$ cat config.mk
export PLATFORM = sky130hd
export DESIGN_NAME = regfile_wb_ctrl_flat
export DESIGN_NICKNAME = d
export VERILOG_FILES = /design/src/rtl/regfile_wb_ctrl_pkg.sv /design/src/rtl/regfile_wb_ctrl_if.sv /design/src/rtl/regfile_wb_ctrl_slot.sv /design/src/rtl/regfile_wb_ctrl.sv /design/src/flat_wrapper.sv
export SDC_FILE = /design/constraint.sdc
export NUM_CORES = 1
export LEC_CHECK = 0
export ABC_AREA = 0
export BUFFER_PORTS_ARGS = -buffer_cell sky130_fd_sc_hd__buf_4
export CORE_MARGIN = 2
export CORE_UTILIZATION = 50
export CTS_BUF_LIST = sky130_fd_sc_hd__clkbuf_16
export DETAILED_ROUTE_END_ITERATION = 8
export HOLD_SLACK_MARGIN = 0.15
export PLACE_DENSITY = 0.72
export RECOVER_POWER = 50
export SLEW_MARGIN = 20
export SYNTH_ARGS = -nofsm -noshare
export SYNTH_HDL_FRONTEND = slang
export SYNTH_HIERARCHICAL = 1
export SYNTH_SLANG_ARGS = --single-unit
$ cat constraint.sdc
create_clock -name clk -period 4.37 [get_ports clk]
set_input_delay 0.2185 -clock clk [delete_from_list [all_inputs] [get_ports clk]]
set_output_delay 0.2185 -clock clk [all_outputs]
set_load 0.1 [all_outputs]
$ cat src/rtl/regfile_wb_ctrl_pkg.sv
// Shared register-file types: widths, writeback request record and source ids.
package regfile_pkg;
  localparam int RWIDTH = 6;
  localparam int DWIDTH = 32;
  localparam int NREGS  = 2 ** RWIDTH;

  typedef struct packed {
    logic [RWIDTH-1:0] wa;
    logic [DWIDTH-1:0] wd;
  } wb_req_t;

  typedef enum logic {SRC_ALU = 1'b0, SRC_MEM = 1'b1} src_e;
endpackage

$ cat src/rtl/regfile_wb_ctrl_if.sv
// Producer, issue-stage and register-file write-port signals of the writeback controller.
interface regfile_wb_ctrl_if;
  import regfile_pkg::*;

  logic              alu_valid;
  logic              alu_ready;
  logic [RWIDTH-1:0] alu_wa;
  logic [DWIDTH-1:0] alu_wd;
  logic              mem_valid;
  logic              mem_ready;
  logic [RWIDTH-1:0] mem_wa;
  logic [DWIDTH-1:0] mem_wd;
  logic              claim_valid;
  logic [RWIDTH-1:0] claim_wa;
  logic [RWIDTH-1:0] ra1;
  logic [RWIDTH-1:0] ra2;
  logic              busy1;
  logic              busy2;
  logic              we;
  logic [RWIDTH-1:0] wa;
  logic [DWIDTH-1:0] wd;

  modport master (
    output alu_valid, alu_wa, alu_wd, mem_valid, mem_wa, mem_wd,
           claim_valid, claim_wa, ra1, ra2,
    input  alu_ready, mem_ready, busy1, busy2, we, wa, wd
  );

  modport slave (
    input  alu_valid, alu_wa, alu_wd, mem_valid, mem_wa, mem_wd,
           claim_valid, claim_wa, ra1, ra2,
    output alu_ready, mem_ready, busy1, busy2, we, wa, wd
  );
endinterface

$ cat src/rtl/regfile_wb_ctrl_slot.sv
// One-entry request buffer; popping and refilling on the same edge keeps streaming gap-free.
module wb_slot
  import regfile_pkg::*;
(
  input  logic    clk,
  input  logic    rst,
  input  logic    valid,
  output logic    ready,
  input  wb_req_t req,
  input  logic    pop,
  output logic    full,
  output wb_req_t entry
);
  logic    full_reg;
  wb_req_t entry_reg;

  assign ready = !rst && (!full_reg || pop);
  assign full  = full_reg;
  assign entry = entry_reg;

  always_ff @(posedge clk) begin
    if (rst) begin
      full_reg  <= 1'b0;
      entry_reg <= '0;
    end else if (valid && ready) begin
      full_reg  <= 1'b1;
      entry_reg <= req;
    end else if (pop) begin
      full_reg  <= 1'b0;
    end
  end
endmodule

$ cat src/rtl/regfile_wb_ctrl.sv
// Writeback controller: two buffered producers, round-robin write issue and a
// pending-write scoreboard for the issue stage.
module regfile_wb_ctrl
  import regfile_pkg::*;
(
  input  logic              clk,
  input  logic              rst,
  regfile_wb_ctrl_if.slave  bus
);
  logic       alu_full, mem_full;
  wb_req_t    alu_entry, mem_entry, alu_req, mem_req, grant_entry;
  logic       grant_alu, grant_mem;
  src_e       last_grant_reg;
  logic [NREGS-1:0]  pend_reg;
  logic              we_reg;
  logic [RWIDTH-1:0] wa_reg;
  logic [DWIDTH-1:0] wd_reg;

  assign alu_req = '{wa: bus.alu_wa, wd: bus.alu_wd};
  assign mem_req = '{wa: bus.mem_wa, wd: bus.mem_wd};

  wb_slot u_alu_slot (
    .clk(clk), .rst(rst), .valid(bus.alu_valid), .ready(bus.alu_ready),
    .req(alu_req), .pop(grant_alu), .full(alu_full), .entry(alu_entry)
  );

  wb_slot u_mem_slot (
    .clk(clk), .rst(rst), .valid(bus.mem_valid), .ready(bus.mem_ready),
    .req(mem_req), .pop(grant_mem), .full(mem_full), .entry(mem_entry)
  );

  // On a tie the source that did not win last time takes the port.
  assign grant_alu   = alu_full && (!mem_full || last_grant_reg == SRC_MEM);
  assign grant_mem   = mem_full && (!alu_full || last_grant_reg == SRC_ALU);
  assign grant_entry = grant_alu ? alu_entry : mem_entry;

  always_ff @(posedge clk) begin
    if (rst) begin
      last_grant_reg <= SRC_ALU;
      we_reg         <= 1'b0;
      wa_reg         <= '0;
      wd_reg         <= '0;
    end else begin
      if (grant_alu)      last_grant_reg <= SRC_ALU;
      else if (grant_mem) last_grant_reg <= SRC_MEM;

      if (grant_alu || grant_mem) begin
        we_reg <= (grant_entry.wa != '0);
        wa_reg <= grant_entry.wa;
        wd_reg <= grant_entry.wd;
      end else begin
        we_reg <= 1'b0;
      end
    end
  end

  // Bit 0 never sets since r0 is never written; a claim beats a same-edge clear.
  generate
    for (genvar gi = 0; gi < NREGS; gi++) begin : g_pend
      always_ff @(posedge clk) begin
        if (rst) begin
          pend_reg[gi] <= 1'b0;
        end else if (bus.claim_valid && bus.claim_wa == RWIDTH'(gi) && gi != 0) begin
          pend_reg[gi] <= 1'b1;
        end else if (we_reg && wa_reg == RWIDTH'(gi)) begin
          pend_reg[gi] <= 1'b0;
        end
      end
    end
  endgenerate

  assign bus.busy1 = (bus.ra1 != '0) && (pend_reg[bus.ra1] || (we_reg && wa_reg == bus.ra1));
  assign bus.busy2 = (bus.ra2 != '0) && (pend_reg[bus.ra2] || (we_reg && wa_reg == bus.ra2));

  assign bus.we = we_reg;
  assign bus.wa = wa_reg;
  assign bus.wd = wd_reg;
endmodule

$ cat src/flat_wrapper.sv
// flat-port wrapper written by rule: the top's interface ports become plain ports
module regfile_wb_ctrl_flat import regfile_pkg::*;
  (clk, rst, bus_alu_valid, bus_alu_wa, bus_alu_wd, bus_mem_valid, bus_mem_wa, bus_mem_wd, bus_claim_valid, bus_claim_wa, bus_ra1, bus_ra2, bus_alu_ready, bus_mem_ready, bus_busy1, bus_busy2, bus_we, bus_wa, bus_wd);
  regfile_wb_ctrl_if bus_i ();
  input  logic clk;
  input  logic rst;
  input wire logic [$bits(bus_i.alu_valid)-1:0] bus_alu_valid;
  input wire logic [$bits(bus_i.alu_wa)-1:0] bus_alu_wa;
  input wire logic [$bits(bus_i.alu_wd)-1:0] bus_alu_wd;
  input wire logic [$bits(bus_i.mem_valid)-1:0] bus_mem_valid;
  input wire logic [$bits(bus_i.mem_wa)-1:0] bus_mem_wa;
  input wire logic [$bits(bus_i.mem_wd)-1:0] bus_mem_wd;
  input wire logic [$bits(bus_i.claim_valid)-1:0] bus_claim_valid;
  input wire logic [$bits(bus_i.claim_wa)-1:0] bus_claim_wa;
  input wire logic [$bits(bus_i.ra1)-1:0] bus_ra1;
  input wire logic [$bits(bus_i.ra2)-1:0] bus_ra2;
  output wire logic [$bits(bus_i.alu_ready)-1:0] bus_alu_ready;
  output wire logic [$bits(bus_i.mem_ready)-1:0] bus_mem_ready;
  output wire logic [$bits(bus_i.busy1)-1:0] bus_busy1;
  output wire logic [$bits(bus_i.busy2)-1:0] bus_busy2;
  output wire logic [$bits(bus_i.we)-1:0] bus_we;
  output wire logic [$bits(bus_i.wa)-1:0] bus_wa;
  output wire logic [$bits(bus_i.wd)-1:0] bus_wd;
  assign bus_i.alu_valid = bus_alu_valid;
  assign bus_i.alu_wa = bus_alu_wa;
  assign bus_i.alu_wd = bus_alu_wd;
  assign bus_i.mem_valid = bus_mem_valid;
  assign bus_i.mem_wa = bus_mem_wa;
  assign bus_i.mem_wd = bus_mem_wd;
  assign bus_i.claim_valid = bus_claim_valid;
  assign bus_i.claim_wa = bus_claim_wa;
  assign bus_i.ra1 = bus_ra1;
  assign bus_i.ra2 = bus_ra2;
  assign bus_alu_ready = bus_i.alu_ready;
  assign bus_mem_ready = bus_i.mem_ready;
  assign bus_busy1 = bus_i.busy1;
  assign bus_busy2 = bus_i.busy2;
  assign bus_we = bus_i.we;
  assign bus_wa = bus_i.wa;
  assign bus_wd = bus_i.wd;
  regfile_wb_ctrl u_core (.clk(clk), .rst(rst), .bus(bus_i));
endmodule
==> results.md, run 1 <==
- The final reports fail on max-capacitance violations, max-slew violations.
- The overall power of the completed layout is 4.33 mW.
- Setup violations remaining at the end of the flow were counted as 0.
- The kind of end point of the critical path is a flop.
- In this run the tool buffered the top-level ports with 141 buffer cells.
- The net count of the finished layout is 1299.
- The floorplan row count is 49.
- The worst setup path is launched from a flop.
- Setup repair after global routing left no endpoint under its margin.
- The final sum of negative setup slack is 0 ns.
- The ratio of routed vias to standard cells is about 5.6.
- In this run the number of H-tree levels came out at 4.
- The total wire length after detailed routing is 25.1 mm.
- After global routing the overflow that remains totals 0.
- The part of the cycle the worst path needs is 69.3%.
- The final hold violation count is 0.
- After clock tree synthesis, the clock-pin slew on the worst setup and hold paths is around 0.070 ns.
- The standby leakage power is 4.44 nW.
- The maximum clock skew at final layout is 0.0115 ns.
- The post-route netlist has about an eighth of its cells at a drive strength greater than 1.
- The clock net in this run drives a total of 181 sinks.
- The upper clock frequency limit is between 300 and 400 MHz.
- After the flow finishes, the layout carries non-filler instances totaling 1442.
- The placer's final routability congestion estimate is roughly 0.9.
- The peak per-stage delay on the critical path is 1.60 ns.
- The x dimension of the die is 138 um.
- During synthesis, Yosys emitted a total of 6 warnings.
- The number of clock buffers inserted by TritonCTS is 17.
- The part of the total power dissipated in sequential elements is 41.8%.
- The share of Yosys cell area claimed by the top area cell type is 40.3%.
- In this run the remaining antenna-violating nets after routing total 0.
- TritonCTS built the clock tree.
- Among all flip-flop cells after synthesis, the most frequent one is dfxtp_1.
- Traced cell by cell, the critical path runs through nand2b_1, nand2_1, clkbuf_1, nor4_1, a2111oi_0.
- The number of global-route vias before repair is 7742.
- The synthesis-to-finish area growth is 25.2%.
- Each instance of the synthesized netlist takes up on average 8.74 um^2.
- The clock network fraction of design power is 38.5%.
- The initial antenna violation count is 0.
- In this run the post-CTS setup repair buffer count came out at 0.
- After synthesis, the netlist uses 47 different library cells.
- The clock reaches the later pin of the worst-skew pair after between 0.4 and 0.5 ns.
- The die area is ~19000 um^2.
- The slowest cell on the critical path is clkbuf_1.
- After detailed routing, the average wire length per cell comes to 17.4 um.
- Detailed placement ended at an HPWL of ~16 mm.
- The synthesized design contains 181 register bits.
- Headroom to the max-slew limit came out at -49.6%.
- Summing all multi-input logic gate instances after layout gives 4930 um^2.
- Entering global routing, the biggest net connects 201 pins.
- The combined flip-flop and latch cell area is 3620 um^2.
- The vertical die dimension is 138 um.
- The final route contains ~8000 vias.
- around 140 I/O pins were placed.
- The flow ran to the end, but the final reports show violations.
- The part of the power in combinational logic is 19.7%.
- In the post-synthesis netlist, the biggest area contributors are dfxtp_1 (40%), nand2b_1 (11%), mux2i_1 (11%).
- STA puts the critical path data required time at between 4 and 5 ns.
- The switching power as a share of total power is a little under a third.
- The family with the most delay on the worst path is buffers and inverters.
- The post-synthesis cell count is 1029.
- After synthesis, the share of flip-flops with an asynchronous set or reset is 0%.
- The utilization after layout is a little over three fifths.
- The cell taking the most area after synthesis is dfxtp_1.
- The area of the placeable core is 17800 um^2.
- The most common library cell in the layout ignoring fill and taps is dfxtp_1.
- For this configuration, the core starts out at a cell density of 50.6%.
- Leaving out fill and tap cells, the most frequent cells in the layout are dfxtp_1 (181), nand2b_1 (162), nor2_1 (124), buf_4 (109), nand2_1 (104).
- The number of enable flip-flop cells after synthesis is 0.
- For the pin with the worst max-slew slack, the measured transition is 2.24 ns.
- VDD sags by at most approximately 280 uV.
- Before CTS, the worst setup slack after placement is between 1.5 and 2 ns.
- The power density over cell area is 385 nW/um^2.
- The routed design could run at a clock period as short as 3.03 ns.
- The critical path is of the reg -> reg type.
- The register with the most flip-flops in the layout has 63 of them.
- The buffers plus inverters on the worst setup path is 1.
- The maximum fanout along the worst path is 46.
- The final setup slack of the worst path is between 1 and 1.5 ns.
- The internal power consumption is 3.00 mW.
- The netlist area before placement is between 8000 and 9000 um^2.
- At the worst endpoint, the arrival time is 3.31 ns.
- The class of the most critical hold timing path is in -> reg.
- After synthesis, flip-flops and latches occupy between 40% and 50% of the total area.
- The master cell of the clock root buffer is clkbuf_16.
- The number of placed instances with taps included is roughly 1300.
- The detailed-route DRC error count is 0.
- The clock passes through at most 2 buffers.
- Global routing used 25.9% of the available tracks.
- The detailed-router iteration count before antenna repair is 6.
- The final count of pins violating max slew is 78.
- The number of nets handed over by synthesis was around 1100.
- The detailed router finished its first iteration with 641 violations.
- After filler insertion, the fill cell instance count of the layout stands at 1512.
- The first-pass GRT wire length is 40.2 mm.
- The count of max-cap constraint violations is 2.
- The net switching power is approximately 1.3 mW.
- 0 antenna diodes ended up in the layout.
## stage by stage
stage,cell area [um^2],hold WS (ns)
after floorplan,8990,0.339
after global placement,10000,0.442
after detailed placement,10000,0.446
after CTS,11400,0.159
after global routing,11300,0.196
final,11300,0.187
## kinds of logic after synthesis
logic type,count (synthesis),synth area share (%)
xor+xnor,12,1.17
simple gates,476,27.1
compound gates,155,9.51
mux,125,17.3
buf+inv,80,4.62
flops,181,40.3
## path summary, 6_finish.rpt
check	slack (ns)	cells past startpoint	from	to
setup / recovery	1.34	5	u_core/u_mem_slot/full$_SDFFE_PP0P_	u_core/bus.we$_SDFF_PP0_
hold / removal	0.19	4	bus_claim_wa[3]	u_core/pend_reg[16]$_SDFFE_PP0P_
hold reg to reg	0.47	2	u_core/u_alu_slot/entry[22]$_SDFFE_PP0P_	u_core/u_alu_slot/entry[22]$_SDFFE_PP0P_
setup reg to reg	1.34	5	u_core/u_mem_slot/full$_SDFFE_PP0P_	u_core/bus.we$_SDFF_PP0_
## cell usage after synthesis, types with 2 or more instances
library cell  instances
a2111oi_0             3
a21oi_1              67
a22o_1                2
a22oi_1               5
a311oi_1              7
and3_1                5
buf_1                 2
buf_12                4
buf_2                 7
buf_4                 3
buf_8                 2
clkbuf_1             57
dfxtp_1             181
inv_1                 3
mux2_2                3
mux2i_1             100
mux4_1                7
mux4_2               15
nand2_1             104
nand2b_1            162
nand3_1              11
nand3b_1              3
nand4_1               2
nand4b_1              2
nor2_1              124
nor2b_1               8
nor2b_4               4
nor3_1                8
nor4_1               35
o21ai_0              64
or4_1                 2
xnor2_1              12
## power by group through the flow
stage,registers [mW],clock network [mW],logic [mW]
floorplan,2.07,0,0.381
global placement,1.84,0,0.811
detailed placement,1.85,0,0.817
CTS,1.81,1.69,0.875
global route,1.82,1.77,0.905
finish,1.81,1.67,0.853
## tightest hold or removal path, stage by stage
cell	delay [ns]
buf_4	0.13
nor4_1	0.10
nand2_1	0.07
a21oi_1	0.05
## final cells by class
| cell class | instances | area share, % |
|---|---|---|
| clock inverters | 15 | 1.91 |
| inverters | 4 | 0.133 |
| multi-input cells | 768 | 43.8 |
| clock buffers | 17 | 3.78 |
| flip-flops and latches | 181 | 32.2 |
| repair buffers | 228 | 15.7 |
| well taps | 229 | 2.55 |
## repair_timing
item	in CTS	in global routing
gates resized for setup	0	0
hold buffers	78	0
hold endpoints to repair	78	0
## layer usage
layer,share of wire [%],up-vias,track usage (%)
met2,49,324,43.2
met4,2.5,0,9.77
li1,-,3880,-
met3,7.5,51,6.75
met5,0,-,0
met1,41,3789,32.3
(Power assumes the default switching activity.)
==> run 2: changes to the inputs <==
- clock period: 4.37 -> 2.9 ns (I/O delays scaled with it)
==> run 2 against run 1 <==
Compared with the run above:
- the flow still finishes with violations (max-capacitance violations, max-slew violations)
- first-iteration DRC count up 18%
- clock power up 31%
- global-route usage down 0.12 points
- largest power group unchanged
- highest routed layer unchanged
==> results.md, run 2 (synthesized netlist as in run 1, its figures left out) <==
- TritonCTS built the clock tree.
- The final sum of negative setup slack is 0 ns.
- Setup repair after global routing left no endpoint under its margin.
- The synthesis-to-finish area growth is 25.3%.
- The master cell of the clock root buffer is clkbuf_16.
- On the worst path, the slowest cell contributes a delay of about 0.52 ns.
- Buffers added to address setup during post-CTS repair amount to 0.
- Counting the buffers created by CTS gives 17.
- The min-delay analysis places its worst path in the category in -> reg.
- The final hold violation count is 0.
- The headroom to the max-slew limit is -44.4%.
- The residual overflow from global routing is 0.
- The startpoint class of the critical path is a flop.
- The floorplan has 49 rows.
- In the routed layout, each cell is associated on average with a via count of 5.55.
- In the layout the commonest cells are dfxtp_1 (181), nand2b_1 (162), nor2_1 (124), buf_4 (106), nand2_1 (104).
- The diode insertion count for antenna repair is 0.
- Walking the worst path, the cells encountered are mux4_1, mux4_2, o2bb2ai_1, nor4_1, nor3_4, buf_4.
- The x dimension of the die is 138 um.
- The tree built by TritonCTS fans out to 181 sinks.
- Max-cap violations in this run came to 1.
- The starting DRC count in detailed routing is 754.
- The number of global-route vias before repair is between 7000 and 8000.
- The wire-length estimate of the detail-placed layout is 16.4 mm.
- The starting density of the core is about half.
- The multi-input combinational cell area is ~4900 um^2.
- The maximum clock skew at final layout is ~0.0063 ns.
- For this design the ratio of total power to cell area is around 550 nW/um^2.
- The die area is ~19000 um^2.
- The beginning of the critical path is u_core/pend_reg[25]$_SDFFE_PP0P_.
- The final count of pins violating max slew was 31.
- The worst-case IR drop observed on VDD is ~450 uV.
- At the end of routability-driven placement, the weighted congestion stood at 0.928.
- The number of flip-flops under the largest register name is 63.
- The first-pass GRT wire length is 40.2 mm.
- The kind of end point of the critical path is a primary output.
- The standby leakage power is 4.44 nW.
- After detailed routing, the total wire length is 24.8 mm.
- The clock period minus final worst setup slack is 2.77 ns.
- The post-CTS clock slew at the launch and capture registers of the worst setup and hold paths is about 0.07 ns.
- The beginning of the worst hold path is bus_claim_wa[1].
- The maximum fanout along the worst path is 3.
- The core region is around 18000 um^2.
- In this run the vertical extent of the chip is between 100 and 150 um.
- Dividing the detail-routed wire length by the instance count gives 17.2 um.
- The number of buffers inserted by port buffering is 141.
- The number of failing setup endpoints in the final timing report is 0.
- The maximum number of pins on one net before global-route repair is 111.
- The slew at the pin with the worst max-slew slack is 2.17 ns.
- In this run the critical register-to-register path is launched from u_core/u_alu_slot/full$_SDFFE_PP0P_.
- The clock tree synthesis step divided the H-tree into 4 levels.
- The number of nets with antenna violations after detailed routing is 0.
- For this design, the slowest cell found on the critical path is mux4_2.
- In the final design database the tool counted around 1300 nets.
- Counting along the longest clock path gives a buffer depth of 2.
- The critical path class is reg -> out.
- Cells fill 63.4% of the core in the end.
- In this run the count of I/O pins placed on the die edge is around 140.
- The run finished, with violations left.
- The final route contains 8036 vias.
- The post-CTS resize count is 0.
- The reg-to-reg setup timing slack is roughly 0.27 ns.
- The source-to-sink clock delay at the later pin of the worst-skew pair is approximately 0.42 ns.
- The detailed-route DRC error count is 0.
- The detailed-router iteration count before antenna repair is 5.
- The checks that failed: max-capacitance violations, max-slew violations.
- Counting the fill cells in the layout gives 1531.
- STA puts the critical path data arrival time at 2.63 ns.
- The most common library cell in the layout ignoring fill and taps is dfxtp_1.
- The combined flip-flop and latch cell area is 3620 um^2.
- The layout cell share with drive strength beyond 1 is a little over an eighth.
- The upper clock frequency limit is 361 MHz.
- The initial antenna violation count came to 0.
- The part of the cycle the worst path needs is 95.6%.
- Across every metal layer, demand over resource in global routing totals 25.8%.
- At the worst endpoint, the required time is approximately 2.8 ns.
## run 2: what timing repair did
| item | CTS | global route |
|---|---|---|
| setup endpoints to repair | 0 | 0 |
| hold buffers | 83 | 0 |
| hold endpoints to repair | 96 | 0 |
## run 2: cell type report
type,instances,share of cell area (%)
clock inverter,15,1.15
inverter,4,0.133
multi-input combinational,768,43.8
clock buffer,17,3.78
tap,229,2.54
sequential,181,32.2
timing repair buffer,234,16.4
## run 2: path summary, 6_finish.rpt
kind / to / depth (start not counted)
min reg2reg: u_core/u_alu_slot/entry[5]$_SDFFE_PP0P_ / 2
min: u_core/pend_reg[24]$_SDFFE_PP0P_ / 4
max reg2reg: u_core/bus.wd[18]$_SDFFE_PP0N_ / 3
max: bus_busy2 / 6
## run 2: worst max-delay path, delay by kind of cell, from the launching register on
kind	cells	cell delay (ns)
and+or+nand+nor	2	0.45
buffers and inverters	1	0.24
AOI/OAI and AO/OA	1	0.15
DFF	1	0.33
muxes	2	1.03
## run 2: power by group
part	internal, mW	switching, mW
sequential	2.62	0.106
combinational	0.435	0.859
clock	1.19	0.999
## run 2: through the flow
step	setup WS, ns	power (mW)	hold slack, ns	cells	instance area, um^2
floorplan	0.0442	3.69	0.266	1029	9000
global placement	0.378	4.01	0.367	1333	10100
detailed placement	0.363	4.02	0.371	1333	10100
CTS	0.113	6.29	0.154	1448	11400
global route	0.0533	6.45	0.178	1448	11300
finish	0.128	6.21	0.191	1448	11300
## run 2: routing by layer
metal	up-vias	wire length, um	global-route usage (%)	share of wire, %
met2	353	11800	42.4	48
li1	3885	-	-	-
met3	47	1830	6.44	7.4
met4	0	633	9.99	2.5
met1	3751	10500	32.7	42
met5	-	0	0	0
==> run 3: changes to the inputs <==
- CELL_PAD_IN_SITES_DETAIL_PLACEMENT: unset -> 1
- CELL_PAD_IN_SITES_GLOBAL_PLACEMENT: unset -> 2
- CORE_UTILIZATION: 50 -> 34
- PLACE_DENSITY: 0.72 -> unset
- PLACE_DENSITY_LB_ADDON: unset -> 0.1
- REMOVE_ABC_BUFFERS: unset -> 1
- SYNTH_HIERARCHICAL: 1 -> unset
==> run 3 against run 2 <==
Compared with the run above:
- the flow now finishes without violations
- clock skew is 0.0058 ns higher
- total power decreased by 0.21%
- clock power grew 5%
- worst setup slack better by 0.24 ns
- hold slack worse by 0.030 ns
- global-route usage shrank 3.5 points
- register-to-register slack gained 0.54 ns
- largest cell class unchanged
==> results.md, run 3 <==
- Walking the worst path, the cells encountered are mux4_1, mux2i_1, and3_1, o41ai_1, a31oi_1, a31oi_1, buf_4.
- The number of buffers inserted by port buffering is 141.
- The detailed-router iteration count before antenna repair is 6.
- Data arrives at the worst endpoint at 2.39 ns.
- The number of clock buffers inserted by TritonCTS is 17.
- Power spread over the standard cell area amounts to 563 nW/um^2.
- The starting DRC count in detailed routing is 415.
- Once detail routing completed, the nets flagged for antenna violations numbered 0.
- Of the available clock period, the critical path in the final layout requires 87.4%.
- The flow ran to the end, and the final reports show no timing, DRC or antenna violations.
- In the routed design, unresolved DRC markers number 0.
- The share of flip-flops with an asynchronous set or reset is 0%.
- Across the routed clock network, the largest skew measured is 0.0121 ns.
- The reg-to-reg setup timing slack is 0.81 ns.
- The area share of and/or/nand/nor cells after synthesis is 24.8%.
- The netlist area before placement is 8530 um^2.
- Row generation in the floorplan step produced 57 rows.
- The library cell used most frequently in the layout, excluding fill and tap cells, is nand2_1.
- Wires add up to 28.7 mm.
- The post-synthesis cell count is 986.
- On the final layout, the worst hold slack is 0.160 ns.
- At the pin with the least slew margin, the transition time is 1.22 ns.
- The placer's final routability congestion estimate is 0.878.
- The maximum number of pins on one net before global-route repair is 98.
- For this design the static power due to leakage is 4.54 nW.
- The final hold violation count is 0.
- The post-synthesis xor/xnor area fraction is 1.23%.
- Measured against its own limit, the worst slew margin works out to 18.7%.
- The number of levels the H-tree was split into is 4.
- The layout filler cell count is 2900.
- The clock period minus final worst setup slack is 2.53 ns.
- The average instance in the mapped netlist occupies 8.65 um^2.
- The critical path required time is 2.76 ns.
- Based on the critical path, the design can be clocked at up to just under 400 MHz.
- The warning count from the yosys run is 0.
- The global-route total usage across every layer is 22.3%.
- The number of flip-flops under the largest register name is 63.
- For this design, the slowest cell found on the critical path is dfxtp_1.
- The commonest cells after synthesis are nand2_1 (235), dfxtp_1 (181), nand3b_1 (81).
- The final count of pins violating max slew is 0.
- The master cell of the clock root buffer is clkbuf_16.
- The number of register bits inferred by synthesis is 181.
- TritonCTS built the clock tree.
- The vertical die dimension is 162 um.
- The post-CTS resize count is 0.
- The die covers 26400 um^2.
- Across the run, the number of max-cap violations was 0.
- The residual overflow from global routing is 0.
- The dominant cell by count in the synthesized netlist is nand2_1.
- Detailed placement ended at an HPWL of 18.8 mm.
- Along the worst hold path, the cell count comes to 4.
- In this run the worst path has a maximum fanout of 3.
- Clock tree synthesis found a total of 181 sinks.
- The worst setup path is launched from a flop.
- Setup repair after global routing left no endpoint under its margin.
- The kind of end point of the critical path is a primary output.
- The initial antenna violation count was 1.
- Setup violations remaining at the end of the flow were counted as 0.
- The number of vias after detailed routing is 7879.
- The main flop type after synthesis is dfxtp_1.
- By startpoint and endpoint, the worst setup path is classified as reg -> out.
- In this run, synthesis inferred 0 flip-flops with an integrated enable.
- The proportion of synthesized chip area in sequential cells is 42.5%.
- The origin of the critical flop-to-flop path is u_core.u_alu_slot.full$_SDFFE_PP0P_.
- For this run, the slowest stage of the critical path takes 0.39 ns.
- The routed wire length per instance is 19.1 um.
- The main combinational cell family by area after synthesis is simple AND/OR/NAND/NOR gates.
- The path with the worst hold slack has its endpoint at u_core.pend_reg[40]$_SDFFE_PP0P_.
- Measured along the x axis, the die boundary spans approximately 160 um.
- Cells with a size suffix above 1 make up 14.3% of the layout.
- The cell taking the most area after synthesis is dfxtp_1.
- After clock tree synthesis, the clock-pin slew on the worst setup and hold paths is around 0.07 ns.
- The most numerous cell on the critical path is a31oi_1.
- The number of global-route vias before repair came to 8252.
- The top cell types in the final layout, fill and taps aside, are nand2_1 (235), dfxtp_1 (181), buf_4 (108), dlygate4sd3_1 (86), nand3b_1 (81).
- Of the post-synthesis cell area, the part taken by muxes is 13.9%.
- The floorplan step defined a core boundary enclosing 24500 um^2.
- The synthesis-to-finish area growth is 29.1%.
- Counting along the longest clock path gives a buffer depth of 2.
- The overall power of the completed layout is 6.20 mW.
- The first global-routing pass estimated between 40 and 50 mm of wire.
- After synthesis, the largest area contributor takes up 42.5% of total cell area.
- The min-delay analysis places its worst path in the category in -> reg.
- The number of different library cells used by synthesis comes to 53.
- In this run the count of I/O pins placed on the die edge is ~140.
- By area the synthesized netlist is led by dfxtp_1 (42%), nand2_1 (10%), nand3b_1 (7.1%).
- Measured in cells, the most critical reg-to-reg path has a length of 6.
- The layout net count is 1264.
- The worst register-to-register path ends at u_core.u_mem_slot.entry[16]$_SDFFE_PP0P_.
- VDD sags by at most 395 uV.
- The beginning of the worst hold path is bus_claim_wa[1].
- The starting density of the core is 34.9%.
- Of the total synthesized cell area, the portion taken by full adders, half adders and majority gates is 0%.
- The later pin in the worst-skew pair is clocked with a latency of approximately 0.44 ns.
- The synthesized netlist devotes roughly an eighth of its cell area to compound gates.
- The ratio of routed vias to standard cells is 5.25.
[run 3: changes by cell type in the layout (fill, tap and decap cells not counted), sizes merged, moves of 4 or more]
cell    change
a211oi     +39
a311oi      -5
a31oi       +4
clkbuf      +4
mux2i      -45
nand2     +131
nand2b    -157
nand3b     +78
nor2       -59
nor4       -30
[run 3: repair_timing]
action / 4_1_cts / 5_1_grt
buffers inserted: 0 / 0
hold buffers: 86 / 0
hold endpoints to repair: 96 / 0
[run 3: power by group]
part           switching (mW)  internal, mW  leakage, nW  total, mW
clock                    1.15          1.15        0.282       2.31
sequential             0.0992          2.62         1.48       2.72
combinational           0.793         0.380         2.77       1.17
total                    2.04          4.15         4.54       6.20
[run 3: logic make-up after synthesis]
kind of cell,after synthesis
multiplexers,83
buffers and inverters,83
AND/OR/NAND/NOR,441
flip-flops,181
AO/OA/AOI/OAI,186
XOR/XNOR,12
[run 3: critical path: cells and delay by family (launching register included)]
| kind | cells | cell delay [ns] |
|---|---|---|
| AND/OR/NAND/NOR | 1 | 0.19 |
| buffers and inverters | 1 | 0.35 |
| flip-flops | 1 | 0.39 |
| AO/OA/AOI/OAI | 3 | 0.68 |
| multiplexers | 2 | 0.35 |
[run 3: per-layer routing]
metal	wire length, um	up-vias	share of wire, %	GRT usage [%]
met2	14200	193	49	38.8
met4	712	0	2.5	7.52
met3	1140	34	4.0	4.25
met1	12700	3848	44	27.6
li1	-	3804	-	-
met5	0	-	0	0
[run 3: worst max path at each step]
stage	startpoint	end	slack, ns	cells after the start
floorplan	u_core.u_alu_slot.full$_SDFFE_PP0P_	u_core.u_mem_slot.entry[0]$_SDFFE_PP0P_	-0.77	4
global placement	bus_ra1[0]	bus_busy1	0.75	8
detailed placement	bus_ra1[0]	bus_busy1	0.69	8
CTS	u_core.pend_reg[59]$_SDFFE_PP0P_	bus_busy1	0.37	7
global route	u_core.pend_reg[59]$_SDFFE_PP0P_	bus_busy1	0.27	7
finish	u_core.pend_reg[59]$_SDFFE_PP0P_	bus_busy1	0.37	7
[run 3: stage by stage]
stage                     util, %  area (um^2)  TNS, ns  setup slack (ns)  std cells
final                        45.0        11000        0             0.366       1502
after global routing         45.0        11000        0             0.267       1502
after CTS                    45.7        11200        0             0.372       1501
after detailed placement     39.8         9720        0             0.689       1384
after global placement       39.8         9720        0             0.747       1384
after floorplan                 -         8110   -65.33            -0.767        905
[run 3: area by class of cell]
cell class | count | area (um^2) | share of cell area [%]
clock buffer | 17 | 425 | 3.87
tap | 324 | 405 | 3.68
sequential | 181 | 3620 | 32.9
antenna | 1 | 2.50 | 0.0227
clock inverter | 14 | 159 | 1.44
inverter | 2 | 7.51 | 0.0682
timing repair buffer | 241 | 1880 | 17.1
multi-input combinational | 722 | 4500 | 40.9
